**src/rtl/landing_gear_controller.sv**
```systemverilog
// Landing-gear sequencer: Moore FSM driving gear hydraulics, cockpit LEDs and
// the takeoff timer from gear/ground sensors, timer expiry and the pilot lever.
module landing_gear_controller (
    input  logic       Clock,
    input  logic       Clear,
    input  logic       GearIsDown,
    input  logic       GearIsUp,
    input  logic       PlaneOnGround,
    input  logic       TimeUp,
    input  logic       Lever,
    output logic       RedLED,
    output logic       GrnLED,
    output logic       Valve,
    output logic       Pump,
    output logic       Timer,
    output logic [2:0] State,
    output logic [2:0] NextState
);

    localparam int unsigned STATE_W = 3;
    localparam int unsigned OUT_W   = 5;

    typedef enum logic [STATE_W-1:0] {
        TAXI  = 3'd0,
        TUP   = 3'd1,
        TDN   = 3'd2,
        GOUP  = 3'd3,
        GODN  = 3'd4,
        FLYUP = 3'd5,
        FLYDN = 3'd6
    } state_t;

    state_t             state_q;
    state_t             state_d;
    logic [OUT_W-1:0]   out_q;
    logic [OUT_W-1:0]   out_d;

    // Output decode {RedLED,GrnLED,Valve,Pump,Timer}; illegal code looks like TAXI
    function automatic logic [OUT_W-1:0] decode(input state_t s);
        logic [OUT_W-1:0] o;
        o = 5'b01000;
        case (s)
            TAXI:    o = 5'b01000;
            TUP:     o = 5'b01001;
            TDN:     o = 5'b01001;
            GOUP:    o = 5'b10110;
            GODN:    o = 5'b10010;
            FLYUP:   o = 5'b00100;
            FLYDN:   o = 5'b01000;
            default: o = 5'b01000;
        endcase
        return o;
    endfunction

    // Next-state logic; lever reversal beats sensor/timer, ground beats lever
    always_comb begin
        state_d = state_q;
        case (state_q)
            TAXI: begin
                if (PlaneOnGround)  state_d = TAXI;
                else if (!Lever)    state_d = TUP;
                else                state_d = TDN;
            end
            TUP: begin
                if (PlaneOnGround)  state_d = TAXI;
                else if (Lever)     state_d = TDN;
                else if (TimeUp)    state_d = GOUP;
            end
            TDN: begin
                if (PlaneOnGround)  state_d = TAXI;
                else if (!Lever)    state_d = TUP;
                else if (TimeUp)    state_d = FLYDN;
            end
            GOUP: begin
                if (Lever)          state_d = GODN;
                else if (GearIsUp)  state_d = FLYUP;
            end
            FLYUP: begin
                if (Lever)          state_d = GODN;
            end
            GODN: begin
                if (!Lever)         state_d = GOUP;
                else if (GearIsDown) state_d = FLYDN;
            end
            FLYDN: begin
                if (PlaneOnGround)  state_d = TAXI;
                else if (!Lever)    state_d = GOUP;
            end
            default:                state_d = TAXI;
        endcase
    end

    // Outputs follow the state they will accompany, so they register alongside it
    assign out_d = decode(state_d);

    // State and output registers; reset lands in TAXI with its outputs
    always_ff @(posedge Clock or negedge Clear) begin
        if (!Clear) begin
            state_q <= TAXI;
            out_q   <= 5'b01000;
        end else begin
            state_q <= state_d;
            out_q   <= out_d;
        end
    end

    assign State     = STATE_W'(state_q);
    assign NextState = STATE_W'(state_d);
    assign {RedLED, GrnLED, Valve, Pump, Timer} = out_q;

endmodule

```
**config.mk**
```make
export PLATFORM = sky130hd
export DESIGN_NAME = landing_gear_controller
export DESIGN_NICKNAME = d
export VERILOG_FILES = /design/src/rtl/landing_gear_controller.sv
export SDC_FILE = /design/constraint.sdc
export NUM_CORES = 1
export LEC_CHECK = 0
export ABC_AREA = 1
export BUFFER_PORTS_ARGS = -buffer_cell sky130_fd_sc_hd__buf_2
export CAP_MARGIN = 20
export CORE_AREA = 2 2 39 41
export DETAILED_ROUTE_END_ITERATION = 16
export DIE_AREA = 0 0 41 43
export SYNTH_ARGS = -nofsm -noshare
export SYNTH_HDL_FRONTEND = slang
export SYNTH_SLANG_ARGS = --single-unit
```
**constraint.sdc**
```tcl
create_clock -name Clock -period 1.3 [get_ports Clock]
set_input_delay 0.13 -clock Clock [delete_from_list [all_inputs] [get_ports Clock]]
set_output_delay 0.13 -clock Clock [all_outputs]
set_load 0.005 [all_outputs]
```
==> flow_summary.rst <==
.. list-table::
   :header-rows: 1

   * - Metric
     - Value
   * - Final std cells w/o fill
     - about 120
   * - Slew margin rel.
     - 0.804
   * - Area taken by multi-input logic gates
     - between 200 and 300 um2
   * - Drt wl/cell
     - ~11 um
   * - Period Utilization, post-route
     - 1.11
   * - Number of cells produced by synthesis
     - 76
   * - Wirelength, routed
     - about 1200 um
   * - Via count of the first global-routing pass
     - around 450
   * - Setup crit end kind
     - primary output
   * - Deepest level of the CTS H-tree
     - 1
   * - CTS Buffer Depth
     - 2
   * - Top-area cell type share of the netlist area
     - 0.309
   * - TritonCTS clock tree
     - done
   * - Switching share of total power
     - 0.443
   * - Share of the yosys chip area belonging to registers
     - 0.363
   * - Arrival time of the worst setup path
     - 1310 ps
   * - Longest individual stage delay on the worst path
     - 470 ps
   * - Startpoint type of the worst setup path
     - flop
   * - Worst reg2reg setup slack
     - -100 ps
   * - Non-Filler Cell Area, Final
     - roughly 690 um2
   * - Cell count after placement
     - approximately 110
   * - Placement-stage cell area
     - approximately 570 um2
   * - Detailed placer's ending HPWL
     - approximately 840 um
   * - CP Data Required Time
     - 1170 ps
   * - Top-Level Pins
     - 18
   * - Final Power
     - about 1.4 mW
   * - Total stage count of the critical path
     - 6
   * - Post-synthesis async set-or-reset flop share
     - 1.00
   * - Register area
     - about 180 um2
   * - RSZ-0062 raised after global routing
     - yes
   * - Number of core rows
     - 14
   * - CP max stage cell
     - dfrtp_2
   * - Count of max-cap constraint violations
     - 0
   * - Synth unique cells
     - 15
   * - Total Routing Usage GR
     - 0.162
   * - Reg2Reg Launch Point
     - State[0]
   * - Largest fanout of any net on the critical path
     - 6
   * - Core utilization of the finished layout
     - 0.498
   * - Leakage
     - around 0.40 nW
   * - Grt total ovfl
     - 0
   * - Minimum clock period
     - about 1400 ps
   * - TritonCTS buffer count
     - 3
   * - Top cells by area in the synthesized netlist
     - dfrtp_1 (31%), nand2_1 (17%), nand3_1 (10%)
   * - Reg clk slew, reported paths
     - 50 ps
   * - Initial antenna violation count
     - 0
   * - Clock network power share
     - 0.140
   * - Family with the most delay on the worst path
     - simple AND/OR/NAND/NOR gates
   * - DRT iter0 DRCs
     - 11
   * - Fin Clk Skew
     - between 3 and 4 ps
   * - Mean number of vias per cell
     - around 4.6
   * - Power Dens Cells
     - 2040 nW/um2
   * - Yosys warning count
     - 0
   * - Most instantiated cells after synthesis
     - nand2_1 (22), nor2_1 (13), nand3_1 (10)
   * - Number of failing setup endpoints in the final timing report
     - 6
   * - Total Nets Final
     - 109
   * - Ys flop type
     - dfrtp_1
   * - Final estimated routing congestion in global placement
     - ~0.79
   * - Fraction of final layout cells sized beyond drive strength 1
     - 0.495
   * - Layout Area Growth over Synthesis
     - 42.0%
   * - Chain of cells forming the critical path
     - nor2_2 -> nand2_1 -> nor2_1 -> nor2_1 -> nand2_2 -> buf_2
   * - Failing checks
     - negative setup slack
   * - Fraction of power consumed by sequential logic
     - 0.309
   * - Proportion of power drawn by combinational gates
     - 0.551
   * - Core area
     - about 1400 um2
   * - Synth Net Count
     - between 80 and 90
   * - Fillcell total
     - around 150
   * - Cell type with the highest occurrence count on the critical path
     - nor2_1
   * - Worst reg-to-reg path cell count
     - 6
   * - Total number of vias
     - around 540
   * - Mean cell area of the mapped netlist
     - 6.39 um2
   * - Syn Std Cell Area
     - just under 500 um2
   * - Port bufs
     - 17
   * - Worst Setup Slack, final
     - -138 ps
   * - Die span in y
     - roughly 43 um
   * - Maximum number of pins on one net before global-route repair
     - 8
   * - Die area
     - ~1800 um2
   * - Outcome
     - finished, violations left
   * - Number of synthesized flops with an enable pin
     - 0
   * - Worst min-delay path class
     - in2async
   * - Worst reg2reg path endpoint
     - out_q[1]
   * - First drt pass iteration count
     - 4
   * - Worst vdd ir
     - ~1000 uV
   * - Starting density of the core
     - 0.351
   * - Number of sinks on the clock net
     - 7
   * - Clk_lat worst skew
     - between 200 and 300 ps
   * - Max Transition Viols Final
     - 0
   * - Worst Max-Slew Pin Slew
     - 290 ps
   * - NetSw
     - ~620 uW
   * - Startpoint-to-endpoint class of the critical path
     - reg2out
   * - Number of nets with antenna violations after detailed routing
     - 0
   * - Cell taking the most area after synthesis
     - dfrtp_1
   * - Clk Tree Root Cell
     - clkbuf_4
   * - Post-detailed-route DRC marker count
     - 0
   * - Peak Freq
     - between 600 and 700 MHz
   * - Flip-flop and latch count after synthesis
     - 7
   * - Most common cell in the netlist
     - nand2_1
   * - Hold Vio Cnt, Final
     - 0
   * - Global-route wire length before repair
     - ~1900 um
   * - Critical path buffers and inverters
     - 1
   * - Ant. Diodes
     - 0
   * - Termination of the worst setup path
     - NextState[1]
   * - Overall die width
     - 41 um
   * - First element of the critical path
     - State[2]
   * - Design internal power
     - ~800 uW
## state kept, by name, summed over array words and instances (netlist names)
| name | flops |
|---|---|
| out_q | 4 |
| State | 3 |
## area by class of cell
cell class	instances	share of cell area
clock buffer	4	0.0381
sequential	7	0.261
multi-input combinational	57	0.417
tap	16	0.0290
inverter	10	0.0617
timing repair buffer	23	0.192
## cells by family after synthesis
| family | share of synthesized area |
|---|---|
| AND/OR/NAND/NOR | 0.490 |
| buffers and inverters | 0.116 |
| flip-flops | 0.363 |
| AO/OA/AOI/OAI | 0.0309 |
## metrics by stage
step           hold slack, ps  setup slack (ps)  TNS [ps]
6_report                  241              -138      -494
5_1_grt                   255              -241     -1010
4_1_cts                   241              -142      -345
3_5_place_dp            -33.0              10.3         0
3_3_place_gp            -33.2              16.7         0
2_1_floorplan            -166               143         0
## power groups by stage
stage / Clock (mW) / Sequential [mW] / Combinational, mW
floorplan: 0 / 0.381 / 0.434
global placement: 0 / 0.401 / 0.600
detailed placement: 0 / 0.400 / 0.596
CTS: 0.204 / 0.421 / 0.682
global route: 0.220 / 0.446 / 0.861
finish: 0.198 / 0.435 / 0.776
## layer usage
metal / routed length [um] / share of wire / track usage / vias to the layer above
li1: - / - / - / 281
met5: 0 / 0 / 0 / -
met3: 54 / 0.043 / 0.0471 / 0
met4: 0 / 0 / 0.0600 / 0
met1: 544 / 0.44 / 0.223 / 239
met2: 648 / 0.52 / 0.234 / 16
## worst min-delay path by stage
stage | from | to | slack, ps | cells after the start
after global placement | Clear | out_q[1] | -30 | 1
after floorplan | Clear | State[0] | -170 | 0
after global routing | Clear | out_q[2] | 260 | 2
after detailed placement | Clear | out_q[1] | -30 | 1
after CTS | Clear | out_q[1] | 240 | 2
final | Clear | out_q[1] | 240 | 2
## cell usage in the layout (no fill, tap or decap)
cell           Yosys  layout
nand2_1           22      18
buf_2              0      17
nor2_1            13      11
nand3_1           10       8
nor2_2             6       6
nand2_2            2       6
inv_1              9       5
buf_4              1       5
dfrtp_2            0       3
inv_2              1       3
clkbuf_4           0       3
dfrtp_1            6       3
inv_4              0       2
nor2_4             0       2
nand3_2            0       2
nand4_1            1       1
o21ai_0            1       1
o21ai_1            1       1
a21oi_1            1       1
clkbuf_1           0       1
dlygate4sd3_1      0       1
dfstp_2            1       1
## what timing repair did
item                       4_1_cts  5_1_grt
pin swaps                        4        6
hold endpoints to repair         7        0
hold buffers                     1        0
setup endpoints to repair        3        7
buffers inserted                 2        3
gates resized for setup         15        4
(Power assumes the default switching activity.)
